--- src/rtl/ov5640_capture_pkg.sv ---
// Shared definitions for the OV5640 DVP capture stage: FSM encoding and the
// default counter width and window geometry.
package ov5640_capture_pkg;

    typedef enum logic [1:0] {
        S_IDLE = 2'd0,
        S_SKIP = 2'd1,
        S_RUN  = 2'd2
    } state_t;

    localparam int DEF_CNT_W   = 12;
    localparam int DEF_H_START = 0;
    localparam int DEF_H_SIZE  = 640;
    localparam int DEF_V_START = 0;
    localparam int DEF_V_SIZE  = 480;

endpackage

--- src/rtl/ov5640_pix_pack.sv ---
// Assembles PIX_BYTES consecutive camera beats into one pixel word, with
// optional byte reversal, and reports a partially assembled pixel.
module ov5640_pix_pack #(
    parameter int IN_W      = 8,
    parameter int PIX_BYTES = 2
) (
    input  logic                      ov5640_pclk,
    input  logic                      sys_rst_n,
    input  logic                      href_d,
    input  logic                      href_rise,
    input  logic                      clear,
    input  logic [IN_W-1:0]           data_d,
    input  logic                      byte_swap,
    output logic                      pix_valid,
    output logic [IN_W*PIX_BYTES-1:0] pix_data,
    output logic                      partial
);

    localparam int OUT_W  = IN_W * PIX_BYTES;
    localparam int BEAT_W = (PIX_BYTES > 1) ? $clog2(PIX_BYTES) : 1;
    localparam logic [BEAT_W-1:0] BEAT_LAST = BEAT_W'(PIX_BYTES - 1);

    logic [BEAT_W-1:0] beat_cnt;
    logic [BEAT_W-1:0] cur_beat;
    logic [BEAT_W-1:0] slot;
    logic [OUT_W-1:0]  acc;
    logic [OUT_W-1:0]  acc_next;
    logic              last_beat;

    // NOTE: every signal written here gets a default first, so no latch is inferred.
    always_comb begin
        cur_beat  = href_rise ? '0 : beat_cnt;
        slot      = byte_swap ? cur_beat : BEAT_LAST - cur_beat;
        last_beat = (cur_beat == BEAT_LAST);
        acc_next  = acc;
        acc_next[int'(slot)*IN_W +: IN_W] = data_d;
    end

    // NOTE: sequential state uses non-blocking assignments so all registers update together.
    always_ff @(posedge ov5640_pclk or negedge sys_rst_n) begin
        if (!sys_rst_n) begin
            beat_cnt  <= '0;
            acc       <= '0;
            pix_valid <= 1'b0;
        end else begin
            pix_valid <= 1'b0;
            if (clear) begin
                beat_cnt <= '0;
            end else if (href_d) begin
                acc       <= acc_next;
                beat_cnt  <= last_beat ? '0 : cur_beat + 1'b1;
                pix_valid <= last_beat;
            end
        end
    end

    // Every slot is rewritten per pixel, so acc holds the finished word while pix_valid is high.
    assign pix_data = acc;
    assign partial  = (beat_cnt != '0);

endmodule

--- src/rtl/ov5640_capture.sv ---
// OV5640 DVP capture: input registers, frame-skip FSM, pixel/line counters,
// window crop and boundary-tagged pixel output, all in the pixel-clock domain.
module ov5640_capture
    import ov5640_capture_pkg::*;
#(
    parameter int IN_W       = 8,
    parameter int PIX_BYTES  = 2,
    parameter int FRAME_SKIP = 10,
    parameter int CNT_W      = DEF_CNT_W,
    parameter int H_START    = DEF_H_START,
    parameter int H_SIZE     = DEF_H_SIZE,
    parameter int V_START    = DEF_V_START,
    parameter int V_SIZE     = DEF_V_SIZE
) (
    input  logic                      ov5640_pclk,
    input  logic                      sys_rst_n,
    input  logic                      ov5640_vsync,
    input  logic                      ov5640_href,
    input  logic [IN_W-1:0]           ov5640_data,
    input  logic                      cap_en,
    input  logic                      byte_swap,
    output logic                      cap_wr_en,
    output logic [IN_W*PIX_BYTES-1:0] cap_data,
    output logic                      cap_sof,
    output logic                      cap_eol,
    output logic                      cap_eof,
    output logic                      line_err,
    output logic [15:0]               frame_cnt
);

    localparam int OUT_W  = IN_W * PIX_BYTES;
    localparam int SKIP_W = (FRAME_SKIP > 1) ? $clog2(FRAME_SKIP) : 1;
    localparam logic [SKIP_W-1:0] SKIP_LAST = SKIP_W'(FRAME_SKIP - 1);
    localparam logic [CNT_W:0]    H_LO   = (CNT_W+1)'(H_START);
    localparam logic [CNT_W:0]    H_SZ   = (CNT_W+1)'(H_SIZE);
    localparam logic [CNT_W:0]    H_END  = (CNT_W+1)'(H_START + H_SIZE);
    localparam logic [CNT_W:0]    V_LO   = (CNT_W+1)'(V_START);
    localparam logic [CNT_W:0]    V_SZ   = (CNT_W+1)'(V_SIZE);
    localparam logic [CNT_W-1:0]  H_LAST = CNT_W'(H_START + H_SIZE - 1);
    localparam logic [CNT_W-1:0]  V_LAST = CNT_W'(V_START + V_SIZE - 1);
    localparam logic [CNT_W-1:0]  CNT_MAX = '1;

    if ((H_START + H_SIZE > 2**CNT_W) || (V_START + V_SIZE > 2**CNT_W) ||
        (PIX_BYTES < 1) || (PIX_BYTES > 4)) begin : g_param_err
        $error("ov5640_capture: window exceeds counter range or PIX_BYTES outside 1..4");
    end

    function automatic logic [CNT_W-1:0] sat_inc(input logic [CNT_W-1:0] v);
        return (v == CNT_MAX) ? v : v + 1'b1;
    endfunction

    logic              vsync_d, vsync_dd, href_d, href_dd;
    logic [IN_W-1:0]   data_d;
    logic              vsync_rise, href_rise, href_fall;
    state_t            state, state_next;
    logic [SKIP_W-1:0] skip_cnt, skip_next;
    logic [CNT_W-1:0]  x_cnt, y_cnt;
    logic [CNT_W:0]    x_off, y_off, x_done;
    logic              line_active, sof_pending;
    logic              pix_valid, partial;
    logic [OUT_W-1:0]  pix_data;
    logic              x_in, y_in, emit, eol_now, eof_now, err_now;

    always_ff @(posedge ov5640_pclk or negedge sys_rst_n) begin
        if (!sys_rst_n) begin
            vsync_d  <= 1'b0;
            vsync_dd <= 1'b0;
            href_d   <= 1'b0;
            href_dd  <= 1'b0;
            data_d   <= '0;
        end else begin
            vsync_d  <= ov5640_vsync;
            vsync_dd <= vsync_d;
            href_d   <= ov5640_href;
            href_dd  <= href_d;
            data_d   <= ov5640_data;
        end
    end

    assign vsync_rise = vsync_d & ~vsync_dd;
    assign href_rise  = href_d & ~href_dd;
    assign href_fall  = ~href_d & href_dd;

    ov5640_pix_pack #(
        .IN_W      (IN_W),
        .PIX_BYTES (PIX_BYTES)
    ) u_pix_pack (
        .ov5640_pclk (ov5640_pclk),
        .sys_rst_n   (sys_rst_n),
        .href_d      (href_d),
        .href_rise   (href_rise),
        .clear       (vsync_rise),
        .data_d      (data_d),
        .byte_swap   (byte_swap),
        .pix_valid   (pix_valid),
        .pix_data    (pix_data),
        .partial     (partial)
    );

    always_comb begin
        state_next = state;
        skip_next  = skip_cnt;
        if (vsync_rise) begin
            unique case (state)
                S_IDLE: if (cap_en) begin
                    state_next = (FRAME_SKIP > 0) ? S_SKIP : S_RUN;
                    skip_next  = '0;
                end
                S_SKIP: begin
                    if (!cap_en)                   state_next = S_IDLE;
                    else if (skip_cnt == SKIP_LAST) state_next = S_RUN;
                    skip_next = skip_cnt + 1'b1;
                end
                S_RUN:   if (!cap_en) state_next = S_IDLE;
                default: state_next = S_IDLE;
            endcase
        end
    end

    always_ff @(posedge ov5640_pclk or negedge sys_rst_n) begin
        if (!sys_rst_n) begin
            state    <= S_IDLE;
            skip_cnt <= '0;
        end else begin
            state    <= state_next;
            skip_cnt <= skip_next;
        end
    end

    // Offset compares: a coordinate below the window start wraps past the window size.
    assign x_off   = {1'b0, x_cnt} - H_LO;
    assign y_off   = {1'b0, y_cnt} - V_LO;
    assign x_in    = (x_off < H_SZ);
    assign y_in    = (y_off < V_SZ);
    assign x_done  = {1'b0, pix_valid ? sat_inc(x_cnt) : x_cnt};
    assign emit    = pix_valid && line_active && (state == S_RUN) && x_in && y_in && !vsync_rise;
    assign eol_now = emit && (x_cnt == H_LAST);
    assign eof_now = eol_now && (y_cnt == V_LAST);
    assign err_now = (state == S_RUN) && href_fall && line_active && y_in &&
                     (partial || (x_done < H_END));

    // A vsync rise mid-line drops line_active, so the aborted line neither emits nor counts.
    always_ff @(posedge ov5640_pclk or negedge sys_rst_n) begin
        if (!sys_rst_n) begin
            x_cnt       <= '0;
            y_cnt       <= '0;
            line_active <= 1'b0;
            sof_pending <= 1'b0;
        end else if (vsync_rise) begin
            x_cnt       <= '0;
            y_cnt       <= '0;
            line_active <= 1'b0;
            sof_pending <= 1'b1;
        end else begin
            if (href_rise)      x_cnt <= '0;
            else if (pix_valid) x_cnt <= sat_inc(x_cnt);
            if (href_rise)      line_active <= 1'b1;
            else if (href_fall) line_active <= 1'b0;
            if (href_fall && line_active) y_cnt <= sat_inc(y_cnt);
            if (emit)           sof_pending <= 1'b0;
        end
    end

    always_ff @(posedge ov5640_pclk or negedge sys_rst_n) begin
        if (!sys_rst_n) begin
            cap_wr_en <= 1'b0;
            cap_data  <= '0;
            cap_sof   <= 1'b0;
            cap_eol   <= 1'b0;
            cap_eof   <= 1'b0;
            line_err  <= 1'b0;
            frame_cnt <= '0;
        end else begin
            cap_wr_en <= emit;
            cap_sof   <= emit && sof_pending;
            cap_eol   <= eol_now;
            cap_eof   <= eof_now;
            line_err  <= err_now;
            if (emit)    cap_data  <= pix_data;
            if (eof_now) frame_cnt <= frame_cnt + 16'd1;
        end
    end

endmodule
--- config.mk ---
export PLATFORM = sky130hd
export DESIGN_NAME = ov5640_capture
export DESIGN_NICKNAME = d
export VERILOG_FILES = /design/src/rtl/ov5640_capture_pkg.sv /design/src/rtl/ov5640_pix_pack.sv /design/src/rtl/ov5640_capture.sv
export SDC_FILE = /design/constraint.sdc
export NUM_CORES = 1
export LEC_CHECK = 0
export ABC_AREA = 1
export BUFFER_PORTS_ARGS = -buffer_cell sky130_fd_sc_hd__buf_2
export CAP_MARGIN = 20
export CORE_MARGIN = 2
export CORE_UTILIZATION = 55
export DETAILED_ROUTE_END_ITERATION = 8
export PLACE_DENSITY = 0.79
export REMOVE_ABC_BUFFERS = 1
export SLEW_MARGIN = 20
export SYNTH_ARGS = -nofsm -noshare
export SYNTH_HDL_FRONTEND = slang
export SYNTH_SLANG_ARGS = --single-unit
--- constraint.sdc ---
create_clock -name ov5640_pclk -period 2.88 [get_ports ov5640_pclk]
set_clock_uncertainty 0.2 [all_clocks]
set_input_delay 0.288 -clock ov5640_pclk [delete_from_list [all_inputs] [get_ports ov5640_pclk]]
set_output_delay 0.288 -clock ov5640_pclk [all_outputs]
set_load 0.1 [all_outputs]
**Yosys cells after proc, flatten, opt, wreduce, memory -nomap -nowiden**

Index checks and enable logic that the tools add are counted.

- Register bits after elaboration: 99
- Word-level logic and storage cells: 103
- Output and inout port bits: 37

- Bitwise operators: 7
- Add/subtract/negate cells: 7
- Shift-type cells: 2
- Mux-type cells: 27
- Eq/ne operators: 11
- Magnitude comparators: 3
- Reduce and logical (&&, ||, !) cells: 25

Operator list:

| cell | number |
|---|---|
| two-way mux 12 bit | 7 |
| negation 4 -> 33 bit | 1 |
| variable shift 8 x 33 -> 16 bit (first input constant) | 1 |
| variable part select 8 x 33 -> 16 bit | 1 |
| adder 12 x 1 -> 12 bit (second input constant) | 2 |
| equality test 12 bit (second input constant) | 2 |
| < comparator 12 x 10 -> 1 bit (second input constant) | 2 |
| adder 16 x 1 -> 16 bit (second input constant) | 1 |
| bitwise mux 16 bit | 1 |
| logical AND 1 bit | 13 |
| equality test 12 x 10 -> 1 bit (second input constant) | 1 |
| equality test 12 x 9 -> 1 bit (second input constant) | 1 |
| < comparator 12 x 9 -> 1 bit (second input constant) | 1 |
| two-way mux 1 bit | 12 |
| two-way mux 2 bit | 4 |
| one-hot mux 4 bit (2 select lines) | 1 |
| nonzero test 2 bit | 4 |
| != test 2 bit (second input constant) | 3 |
| one-hot mux 2 bit (3 select lines) | 1 |
| adder 4 x 1 -> 4 bit (second input constant) | 1 |
| equality test 4 bit (second input constant) | 1 |
| two-way mux 4 bit | 1 |
| inverter 1 bit | 4 |
| AND reduction 2 bit | 2 |
| other kinds (12) | 14 |

**Longest topological paths before layout**

Gate-level depths: netlist (run 1).

- Depth in word-level cells: 8
- Depth in mapped cells: 11
- Gate-level depth less buffers: 11

**Hierarchy**

A second synthesis (run 1) with hierarchy kept.

- Cells, all modules: 566
- Area total of the unflattened synthesis: 4835.9 µm²

By module, submodules not included:

| module | cells each | seq. area each (µm²) | times used | area each (µm²) |
|---|---|---|---|---|
| ov5640_capture | 483 | 2026.9 | 1 | 4032.6 |
| ov5640_pix_pack | 83 | 450.4 | 1 | 803.3 |

**Worst setup path before layout (run 1)**

Ideal clock, no wire load.

- Path kind: register to register
- From: register frame_cnt[0]
- To: register frame_cnt[14]
- Arrival: 1.950 ns
- Setup time: 0.125 ns
- Slack: 0.605 ns
- Stages on the path, launching flop included: 8
- Cells stage by stage: dfrtp_1 -> ha_1 -> nand3_1 -> nor2_1 -> nand3_1 -> xnor2_1 -> inv_1 -> o21ai_1

- Word-level cells in the longest chain between the ends: 1

RTL lines:

| item | RTL line | text |
|---|---|---|
| start, declared | ov5640_capture.sv:28 | `output logic [15:0] frame_cnt` |
| start signal, assigned | ov5640_capture.sv:180 | `if (eof_now) frame_cnt <= frame_cnt + 16'd1;` |
| adder 16 x 1 -> 16 bit | ov5640_capture.sv:180 |  |

Every way passes these cells.
A chain may end at the register's enable or synchronous reset.

**Worst setup path after layout (run 1)**

- From: register y_cnt[10]
- To: register frame_cnt[3]

- Word-level cells in the longest chain between the ends: 5
- Elaborated cells between the ends (all ways): 6
- Those cells by class: order compare (1); eq/ne (1); reduce/logical (4)

RTL lines:

| item | RTL line | text |
|---|---|---|
| start, declared | ov5640_capture.sv:57 | `logic [CNT_W-1:0] x_cnt, y_cnt;` |
| start signal, assigned | ov5640_capture.sv:159 | `if (href_fall && line_active) y_cnt <= sat_inc(y_cnt);` |
| < comparator 12 x 9 -> 1 bit | ov5640_capture.sv:134 | `assign y_in = (y_off < V_SZ);` |
| logical AND 1 bit (2 in series) | ov5640_capture.sv:136 | `assign emit = pix_valid && line_active && (state == S_RUN) && x_in && y_in && !vsync_rise;` |
| logical AND 1 bit | ov5640_capture.sv:137 | `assign eol_now = emit && (x_cnt == H_LAST);` |
| logical AND 1 bit (*) | ov5640_capture.sv:138 | `assign eof_now = eol_now && (y_cnt == V_LAST);` |

Every way passes the cells marked *; elsewhere a longest branch is shown, timed or not.

==> summary.md, run 1 <==
| Metric | Value |
|---|---|
| Status | `completed` |
| Pre-antenna DRT Iters | `5` |
| Post-synthesis cell count | `544` |
| P&R area growth vs syn | `14.4%` |
| Overall Power | `3.90 mW` |
| Remaining global-route overflow | `0` |
| Final setup viols | `0` |
| RSZ-0062 raised after global routing | `no` |
| DP Cell Count | `692` |
| CTS Root Cell | `clkbuf_8` |
| Worst EP arrival | `2.26 ns` |
| CTS Buf Count | `9` |
| Via count | `3,779` |
| Flops & latches, synth | `99` |
| Routed len/inst | `13.1 um` |
| TritonCTS clock tree | `done` |
| Final hold vios | `0` |
| Die W | `96.1 um` |
| WS Path Type | `reg -> reg` |
| Tcrit/Tclk final | `75.3%` |
| HP Class | `in -> reg` |
| Hpwl dp | `6760 um` |
| CTS Hold Buffers Added | `11` |
| Via-per-instance ratio | `5.26` |
| Initial antenna violation count | `0` |
| Post-CTS setup buffer count | `0` |
| DRT antenna net count | `0` |
| Clock-pin slew on the worst setup and hold paths | `0.11 ns` |
| Vias in the first global route | `3,597` |
| Most frequent cell after synthesis | `nand2_1` |
| Die height | `96.1 um` |
| Diode count | `0` |
| IO Port Bufs | `50` |
| Post-route insts no fill | `719` |
| Final Critical Period | `2.17 ns` |
| Synth top area cells | `dfrtp_1 53%, nand2_1 12%, inv_1 4.8%` |
| Cell Area, Placed | `0.00502 mm2` |
| H-tree Lvls | `3` |
| Max Transition Viols Final | `0` |
| Top Ports | `51` |
| Final Net Count | `630` |
| Slew headroom | `60.9%` |
| Slew @ Worst Pin | `0.586 ns` |
| Post-Syn Area | `0.00467 mm2` |
| Post-synth EDFFs | `0` |
| All-Layer GR Usage | `22.8%` |
| PD cells | `731 mW/mm2` |
| Fmax achieved | `461 MHz` |
| Most frequent cells after synthesis | `148 x nand2_1, 99 x dfrtp_1, 60 x inv_1` |
| Leakage | `2.64 nW` |
| Req. time, crit path | `2.97 ns` |
| Clock Path Buffers | `2` |
| Count of routing violations after the opening detailed-route iteration | `262` |
| Post-route setup TNS | `0 ns` |
| Synth top area share | `53.1%` |
| Cell area after layout | `0.00534 mm2` |
| Count of different cell masters after synthesis | `37` |
| Core area | `0.00822 mm2` |
| Crit path max fanout | `21` |
| Worst vdd ir | `0.000528 V` |
| Startpoint types | `register` |
| Die area | `0.00924 mm2` |
| Skew-Pair Late Insertion Delay | `0.37 ns` |
| Synth warn | `0` |
| Routability congestion estimate | `0.916` |
| Synth async-reset ratio | `100%` |
| Endpoint class of the critical path | `register` |
| Layout cell share with drive strength beyond 1 | `16.6%` |
| Routed Wire Length | `9420 um` |
| Dpl ws | `0.732 ns` |
| Initial core utilization | `56.8%` |
| Avg Inst Size Synth | `8.58 um2` |
| Yosys top cell by area | `dfrtp_1` |
| Sequential-to-total area share from yosys stat | `53.1%` |
| # resized after CTS | `0` |
| Largest net degree at the start of global routing | `55` |
| Sink Count | `99` |
| Synth Flop Type | `dfrtp_1` |
| First-pass GRT wire length | `16,300 um` |
| Final WS setup | `0.711 ns` |
| Max-cap check violation count | `0` |
| Num rows | `33` |
| DR DRC count | `0` |
[cell type report]
cell class	instances	area [um2]
clock buffer	9	124
fill	701	2880
sequential	99	2480
multi-input combinational	370	1880
inverter	67	251
clock inverter	7	86.3
timing repair buffer	62	383
tap	105	131
[metrics by stage]
step                util [%]  hold slack [ns]
CTS                     65.0           0.0641
floorplan                  -           -0.208
finish                  65.0           0.0835
detailed placement      61.1            0.131
global route            65.0            0.119
global placement        61.1            0.124
[worst max-delay path, cell delays in order (launching register included)]
cell     delay, ns
dfrtp_1       0.42
inv_2         0.11
nand3_2       0.12
nor2_2        0.14
nand2_1       0.10
nor2_4        0.42
nand3_4       0.25
nor2_2        0.16
xor2_1        0.16
[registers in the layout (all words and copies together) (netlist names), 2 cells and up]
name / cells
y_cnt: 12
state: 2
frame_cnt: 16
skip_cnt: 4
cap_data: 16
data_d: 8
x_cnt: 12
u_pix_pack.pix_data: 16
[power breakdown]
| part | internal (mW) | switching, mW |
|---|---|---|
| logic | 0.207 | 1.04 |
| registers | 1.61 | 0.139 |
| clock network | 0.350 | 0.559 |
| total | 2.17 | 1.73 |
[placed cells by master (no fill, tap or decap), types with 4 or more instances in the layout]
master,synthesis,final
dlygate4sd3_1,0,11
a21oi_1,19,19
inv_1,60,60
inv_2,7,7
nand3_2,4,4
dfrtp_1,99,99
nand2_2,4,4
nor2_1,42,42
nor3_1,16,16
clkbuf_8,0,9
nor2_2,9,9
nand3_1,25,25
o21ai_0,27,27
nand2_1,148,148
or2_2,4,4
buf_2,3,49
xor2_1,11,11
xnor2_1,7,7
nand4_1,13,13
o21ai_1,16,16
ha_1,7,7
[worst paths after layout]
| path | slack [ns] | from | endpoint | depth (start not counted) |
|---|---|---|---|---|
| worst max-delay path | 0.71 | y_cnt[10]$_DFFE_PN0P_ | frame_cnt[3]$_DFFE_PN0P_ | 8 |
| worst min-delay path | 0.08 | cap_en | state[1]$_DFFE_PN0P_ | 3 |
| worst max register to register | 0.71 | y_cnt[10]$_DFFE_PN0P_ | frame_cnt[3]$_DFFE_PN0P_ | 8 |
| worst min register to register | 0.19 | vsync_d$_DFF_PN0_ | vsync_dd$_DFF_PN0_ | 0 |
| max in group asynchronous | 1.54 | sys_rst_n | x_cnt[2]$_DFFE_PN0P_ | 3 |
| min in group asynchronous | 0.25 | sys_rst_n | y_cnt[1]$_DFFE_PN0P_ | 2 |
[logic make-up (layout without fill, tap and decap cells)]
group	count (synthesis)	in the layout	synth area share [%]
AND/OR/NAND/NOR	277	277	27.5
buffers and inverters	75	145	6.52
flip-flops	99	99	53.1
AO/OA/AOI/OAI	68	68	7.59
adder cells (fa/ha/maj)	7	7	1.88
XOR/XNOR	18	18	3.38
[layer usage]
layer / GRT usage, % / part of all wire (%)
met5: 0 / 0
met4: 8.33 / 1.6
met3: 4.23 / 5.3
met2: 36.7 / 48
met1: 31.0 / 45
Note: power is estimated with default switching activity, not from simulation.
==> run 2, diff against run 1 <==
--- a/config.mk
+++ b/config.mk
@@ -5,13 +5,13 @@
 export SDC_FILE = /design/constraint.sdc
 export NUM_CORES = 1
 export LEC_CHECK = 0
-export ABC_AREA = 1
+export ABC_AREA = 0
 export BUFFER_PORTS_ARGS = -buffer_cell sky130_fd_sc_hd__buf_2
 export CAP_MARGIN = 20
 export CORE_MARGIN = 2
 export CORE_UTILIZATION = 55
 export DETAILED_ROUTE_END_ITERATION = 8
-export PLACE_DENSITY = 0.79
+export PLACE_DENSITY = 0.8
 export REMOVE_ABC_BUFFERS = 1
 export SLEW_MARGIN = 20
 export SYNTH_ARGS = -nofsm -noshare
==> constraint.sdc (replaced) <==
create_clock -name ov5640_pclk -period 2.1 [get_ports ov5640_pclk]
set_clock_uncertainty 0.2 [all_clocks]
set_input_delay 0.21 -clock ov5640_pclk [delete_from_list [all_inputs] [get_ports ov5640_pclk]]
set_output_delay 0.21 -clock ov5640_pclk [all_outputs]
set_load 0.1 [all_outputs]
==> summary.md, run 2 <==
| Metric | Value |
|---|---|
| Status | `complete, but fails checks` |
| Failing checks | `setup timing` |
| Final Critical Period | `2.19 ns (+0.0253 ns)` |
| Slew @ Worst Pin | `0.585 ns (-0.00154 ns)` |
| Cell area after layout | `0.00575 mm2 (+7.8%)` |
| Synth top area share | `56.8% (+3.7 points)` |
| Max Transition Viols Final | `0 (unchanged)` |
| Req. time, crit path | `2.19 ns (-0.78 ns)` |
| Commonest non-fill, non-tap cell in the layout | `dfrtp_1` |
| PD cells | `710 mW/mm2 (-2.8%)` |
| Tcrit/Tclk final | `104% (+29 points)` |
| Routed len/inst | `17.6 um (+35%)` |
| Worst EP arrival | `2.29 ns (+0.03 ns)` |
| TritonCTS clock tree | `done` |
| Slowest CP cell | `dfrtp_1` |
| Die W | `93.1 um (-3.2%)` |
| Worst hold slack | `0.143 ns (+0.0599 ns)` |
| Count of different cell masters after synthesis | `45 (+22%)` |
| Num rows | `32 (-3.0%)` |
| Clock-pin slew on the worst setup and hold paths | `0.10 ns (about the same)` |
| Fmax achieved | `456 MHz (-1.2%)` |
| Synth warn | `0 (unchanged)` |
| Startpoint types | `register` |
| Endpoint class of the critical path | `register` |
| Core area | `0.00769 mm2 (-6.4%)` |
| DRT antenna net count | `0 (unchanged)` |
| Clock Path Buffers | `2 (unchanged)` |
| Worst R2R End | `frame_cnt[15]$_DFFE_PN0P_` |
| Count of routing violations after the opening detailed-route iteration | `267 (+1.9%)` |
| Vias in the first global route | `3,274 (-9.0%)` |
| Avg Inst Size Synth | `11.8 um2 (+37%)` |
| P&R area growth vs syn | `31.8%` |
| Largest net degree at the start of global routing | `38 (-31%)` |
| Via-per-instance ratio | `5.75 (+9.5%)` |
| Max-cap check violation count | `0 (unchanged)` |
| Post-route setup TNS | `-1.23 ns (-1.23 ns)` |
| Via count | `3,435 (-9.1%)` |
| Reg2reg start | `x_cnt[11]$_DFF_PN0_` |
| Post-Syn Area | `0.00436 mm2 (-6.5%)` |
| Initial antenna violation count | `1 (+1)` |
| Layout cell share with drive strength beyond 1 | `39.3% (+23 points)` |
| Final WS setup | `-0.0941 ns (-0.805 ns)` |
| All-Layer GR Usage | `23.5% (+0.74 points)` |
| DP Cell Count | `549 (-21%)` |
| Post-layout util | `74.8% (+9.9 points)` |
| Synth async-reset ratio | `100% (unchanged)` |
| IO Port Bufs | `50 (unchanged)` |
| Final Net Count | `510 (-19%)` |
| Leakage | `2.84 nW (+7.5%)` |
| Worst vdd ir | `0.000686 V (+30%)` |
| Most frequent cell after synthesis | `dfrtp_1` |
| Final setup viols | `32 (+32)` |
| Post-synthesis cell count | `371 (-32%)` |
| Skew-Pair Late Insertion Delay | `0.37 ns (about the same)` |
| Flops & latches, synth | `99 (unchanged)` |
| H-tree Lvls | `3 (unchanged)` |
| Cell Area, Placed | `0.00501 mm2 (-0.12%)` |
| Sequential-to-total area share from yosys stat | `56.8% (+3.7 points)` |
| Crit path cell chain | `buf_6 -> nor4b_4 -> buf_4 -> a2111oi_4 -> buf_4 -> nand4_4 -> buf_6 -> nor3b_2 -> xor2_1` |
| Die area | `0.00866 mm2 (-6.2%)` |
| Die height | `93.1 um (-3.2%)` |
| Leading cell types in the layout, fill and taps excluded | `98 x dfrtp_1, 49 x buf_2, 43 x buf_4` |
| Post-synth EDFFs | `0 (unchanged)` |
| Hpwl dp | `6190 um (-8.4%)` |
| Post-route insts no fill | `597 (-17%)` |
| Slowest stage delay, CP | `0.42 ns (about the same)` |
| Routability congestion estimate | `0.874 (-4.7%)` |
| R2R setup slack | `-0.09 ns (-0.81 ns)` |
| DR DRC count | `0 (unchanged)` |
| Most frequent cells after synthesis | `99 x dfrtp_1, 33 x mux2_2, 30 x nor2_1` |
| CTS Root Cell | `clkbuf_8` |
| WS Path Type | `reg -> reg` |
| Yosys top cell by area | `dfrtp_1` |
| Overall Power | `4.08 mW (+4.7%)` |
| Crit path max fanout | `5 (-76%)` |
| Fillcell total | `466 (-34%)` |
| HP Class | `in -> async` |
| Routed Wire Length | `10,500 um (+12%)` |
| Dpl ws | `-0.237 ns (-0.969 ns)` |
| Initial core utilization | `56.8% (about the same)` |
| CTS Buf Count | `9 (unchanged)` |
| First-pass GRT wire length | `15,900 um (-2.5%)` |
| Register-to-Register Path Depth | `9 (+1)` |
| Synth top area cells | `dfrtp_1 57%, mux2_2 8.5%, xor2_1 3.6%` |
| Remaining global-route overflow | `0 (unchanged)` |
| Pre-antenna DRT Iters | `5 (unchanged)` |
| Synth Flop Type | `dfrtp_1` |
| Final hold vios | `0 (unchanged)` |
| Slew headroom | `61.0% (+0.10 points)` |
| Sink Count | `99 (unchanged)` |
| Top Ports | `51 (unchanged)` |
| RSZ-0062 raised after global routing | `yes` |
==> run 2: cell types whose count changed after synthesis, sizes merged, moves of 13 or more <==
cell | previous run | this run
inv | 67 | 14
nand3 | 31 | 13
a21oi | 19 | 6
mux2 | 0 | 33
nand2 | 152 | 30
o21ai | 43 | 8
nor2 | 54 | 30
==> run 2: kinds of logic (layout without fill, tap and decap cells) <==
group                    after synthesis  in the layout  synth area share [%]
AND/OR/NAND/NOR                      143            143                  18.2
buffers and inverters                 24            147                  2.12
XOR/XNOR                              31             31                  6.22
flip-flops                            99             99                  56.8
AO/OA/AOI/OAI                         30             30                  5.25
multiplexers                          37             37                  9.44
adder cells (fa/ha/maj)                7              7                  2.01
other                                  0              1                     0
==> run 2: critical path, delay by kind of cell (launching register included) <==
family | cells | cell delay [ns]
buffers and inverters | 4 | 0.63
flip-flops | 1 | 0.42
AND/OR/NAND/NOR | 3 | 0.39
AO/OA/AOI/OAI | 1 | 0.32
XOR/XNOR | 1 | 0.16
==> run 2: how the worst max path moves through the flow <==
stage / from / endpoint / slack (ns) / cells after the start
final: x_cnt[11]$_DFF_PN0_ / frame_cnt[15]$_DFFE_PN0P_ / -0.09 / 9
after floorplan: frame_cnt[0]$_DFFE_PN0P_ / frame_cnt[12]$_DFFE_PN0P_ / -0.21 / 5
after global placement: x_cnt[9]$_DFF_PN0_ / frame_cnt[13]$_DFFE_PN0P_ / -0.11 / 5
after CTS: x_cnt[11]$_DFF_PN0_ / frame_cnt[13]$_DFFE_PN0P_ / -0.04 / 8
after global routing: x_cnt[9]$_DFF_PN0_ / frame_cnt[15]$_DFFE_PN0P_ / -0.16 / 8
after detailed placement: x_cnt[9]$_DFF_PN0_ / frame_cnt[13]$_DFFE_PN0P_ / -0.24 / 5
==> run 2: what timing repair did <==
item                       4_1_cts  5_1_grt
setup endpoints to repair       33       49
gates resized for setup         29       21
gates cloned                     1        2
hold buffers                    12        0
hold endpoints to repair        47        0
pin swaps                       20       16
setup buffers                    7       11
==> run 2: routing by layer <==
metal  GRT usage, %  up-vias  wire, um
met5              0        -         0
met4           5.51        0       206
met3           5.16       26       565
met2           41.2      138      5550
met1           30.1     1725      4220
li1               -     1546         -
==> run 2: power by group <==
group          switching (mW)  leakage (nW)  internal (mW)  total, mW
clock                   0.721        0.0993          0.462       1.18
sequential              0.128          1.30           2.09       2.21
combinational           0.421          1.44          0.265      0.686
total                    1.27          2.84           2.81       4.08
==> run 2: cell type report <==
| type | instances | area (um2) | area share, % |
|---|---|---|---|
| well taps | 102 | 128 | 2.22 |
| clock buffers | 9 | 124 | 2.15 |
| clock inverters | 7 | 67.6 | 1.17 |
| inverters | 14 | 52.6 | 0.914 |
| repair buffers | 117 | 888 | 15.4 |
| diodes | 1 | 2.50 | 0.0435 |
| flip-flops and latches | 99 | 2480 | 43.1 |
| multi-input cells | 248 | 2010 | 35.0 |
==> run 3, diff against run 2 <==
--- a/config.mk
+++ b/config.mk
@@ -13,6 +13,7 @@
 export DETAILED_ROUTE_END_ITERATION = 8
 export PLACE_DENSITY = 0.8
 export REMOVE_ABC_BUFFERS = 1
+export SKIP_LAST_GASP = 1
 export SLEW_MARGIN = 20
 export SYNTH_ARGS = -nofsm -noshare
 export SYNTH_HDL_FRONTEND = slang
==> summary.md, run 3 (same netlist as run 2, synthesis figures left out) <==
| Metric | Value |
|---|---|
| Routed Wire Length | `10,200 um (-3.3%)` |
| Overall Power | `4.07 mW (-0.21%)` |
| Slowest CP cell | `or3_4` |
| Final Critical Period | `2.22 ns (+0.0217 ns)` |
| Slew headroom | `65.5% (+4.5 points)` |
| CTS Buf Count | `9 (unchanged)` |
| Max-cap check violation count | `0 (unchanged)` |
| Core area | `0.00769 mm2 (unchanged)` |
| Diode count | `0 (-1)` |
| Initial antenna violation count | `0 (-1)` |
| Skew-Pair Late Insertion Delay | `0.37 ns (about the same)` |
| Final hold vios | `0 (unchanged)` |
| DRT antenna net count | `0 (unchanged)` |
| Leading cell types in the layout, fill and taps excluded | `98 x dfrtp_1, 49 x buf_2, 40 x buf_4` |
| Flip-flop and latch area | `0.00248 mm2 (unchanged)` |
| Clock-pin slew on the worst setup and hold paths | `0.10 ns (about the same)` |
| Routed len/inst | `17.1 um (-2.8%)` |
| Cell Area, Placed | `0.00501 mm2 (unchanged)` |
| Initial core utilization | `56.8% (unchanged)` |
| Die area | `0.00866 mm2 (unchanged)` |
| Crit path cell chain | `or3_4 -> nor4_1 -> buf_4 -> nand4_4 -> buf_4 -> buf_6 -> nor2b_4 -> xnor2_1` |
| TritonCTS clock tree | `done` |
| Launch point of the worst path | `y_cnt[9]$_DFFE_PN0P_` |
| Vias in the first global route | `3,277 (+0.092%)` |
| Final setup viols | `30 (-6.3%)` |
| All-Layer GR Usage | `23.5% (-0.035 points)` |
| Leakage | `2.85 nW (+0.49%)` |
| P&R area growth vs syn | `30.5%` |
| Tcrit/Tclk final | `106% (+1.0 points)` |
| Hpwl dp | `6190 um (unchanged)` |
| First-pass GRT wire length | `15,900 um (about the same)` |
| Die height | `93.1 um (unchanged)` |
| Remaining global-route overflow | `0 (unchanged)` |
| Post-route setup TNS | `-0.804 ns (+0.427 ns)` |
| Commonest non-fill, non-tap cell in the layout | `dfrtp_1` |
| DR DRC count | `0 (unchanged)` |
| Num rows | `32 (unchanged)` |
| Crit path max fanout | `5 (unchanged)` |
| Status | `complete, but fails checks` |
| Reg2reg start | `y_cnt[9]$_DFFE_PN0P_` |
| Top Ports | `51 (unchanged)` |
| Worst EP arrival | `2.30 ns (about the same)` |
| Die W | `93.1 um (unchanged)` |
| HP Class | `in -> async` |
| WS Path Type | `reg -> reg` |
| IO Port Bufs | `50 (unchanged)` |
| Sink Count | `99 (unchanged)` |
| Layout cell share with drive strength beyond 1 | `38.0% (-1.3 points)` |
| Req. time, crit path | `2.19 ns (about the same)` |
| Clock Path Buffers | `2 (unchanged)` |
| Fillcell total | `485 (+4.1%)` |
| DP Cell Count | `549 (unchanged)` |
| Slew @ Worst Pin | `0.517 ns (-0.0675 ns)` |
| Cell area after layout | `0.00569 mm2 (-1.0%)` |
| Routability congestion estimate | `0.874 (unchanged)` |
| Area of the multi-input gates | `0.00198 mm2 (-1.6%)` |
| CTS Root Cell | `clkbuf_8` |
| Failing checks | `setup timing` |
| PD cells | `716 mW/mm2 (+0.82%)` |
| Largest net degree at the start of global routing | `38 (unchanged)` |
| Pre-antenna DRT Iters | `5 (unchanged)` |
| Endpoint class of the critical path | `register` |
| Startpoint types | `register` |
| Worst path top cell family by delay | `simple AND/OR/NAND/NOR gates` |
| Final Net Count | `508 (-0.39%)` |
| Worst vdd ir | `0.000687 V (+0.23%)` |
| Max Transition Viols Final | `0 (unchanged)` |
| Post-route insts no fill | `594 (-0.50%)` |
| Count of routing violations after the opening detailed-route iteration | `266 (-0.37%)` |
| Via-per-instance ratio | `5.70 (-0.90%)` |
| Via count | `3,387 (-1.4%)` |
| Slowest stage delay, CP | `0.43 ns (about the same)` |
| Dpl ws | `-0.237 ns (unchanged)` |
| H-tree Lvls | `3 (unchanged)` |
| Final WS setup | `-0.116 ns (-0.0217 ns)` |
| Fmax achieved | `451 MHz (-0.98%)` |
| CP bufs+invs | `3 (-1)` |
| Cell repeated most along the worst path | `buf_4` |
| RSZ-0062 raised after global routing | `yes` |
-- run 3: cell count changes in the layout (fill, tap and decap cells not counted), sizes merged --
cell    previous run  this run
buf              103       102
clkbuf            11        10
diode              1         0
-- run 3: layout make-up --
cell class	count	area share (%)
clock buffer	9	2.18
clock inverter	7	1.19
inverter	14	0.923
multi-input combinational	248	34.8
sequential	99	43.5
tap	102	2.24
timing repair buffer	115	15.2
-- run 3: power by group --
group,leakage [nW],switching (mW),internal (mW),total (mW)
sequential,1.30,0.127,2.09,2.21
combinational,1.45,0.412,0.264,0.676
clock,0.0993,0.723,0.462,1.19
-- run 3: repair_timing --
| action | 4_1_cts | 5_1_grt |
|---|---|---|
| endpoints found under the hold margin | 47 | 0 |
| buffers inserted | 7 | 10 |
| pin swaps | 16 | 12 |
| resized for setup | 29 | 18 |
| gates cloned | 1 | 1 |
| endpoints found under the setup margin | 33 | 49 |
| hold buffers | 12 | 0 |
-- run 3: layer usage --
| metal | vias up | wire length, um | GRT usage (%) |
|---|---|---|---|
| li1 | 1544 | - | - |
| met1 | 1686 | 4060 | 30.0 |
| met2 | 131 | 5370 | 41.2 |
| met3 | 26 | 588 | 5.16 |
| met4 | 0 | 159 | 5.51 |
| met5 | - | 0 | 0 |
-- run 3: per-stage QoR --
step	hold WS [ns]	util [%]
2_1_floorplan	-0.286	-
3_3_place_gp	0.00521	65.2
6_report	0.143	74.1
5_1_grt	0.179	74.1
3_5_place_dp	0.00964	65.2
4_1_cts	0.154	72.1
-- run 3: final timing paths --
check	end	slack, ns	cells after the start
worst max-delay path	frame_cnt[5]$_DFFE_PN0P_	-0.12	8
worst min-delay path	x_cnt[4]$_DFFE_PN0P_	0.14	2
worst max register to register	frame_cnt[5]$_DFFE_PN0P_	-0.12	8
worst min register to register	vsync_dd$_DFF_PN0_	0.22	0
max in group asynchronous	href_d$_DFF_PN0_	1.00	3
min in group ov5640_pclk	vsync_dd$_DFF_PN0_	0.22	0
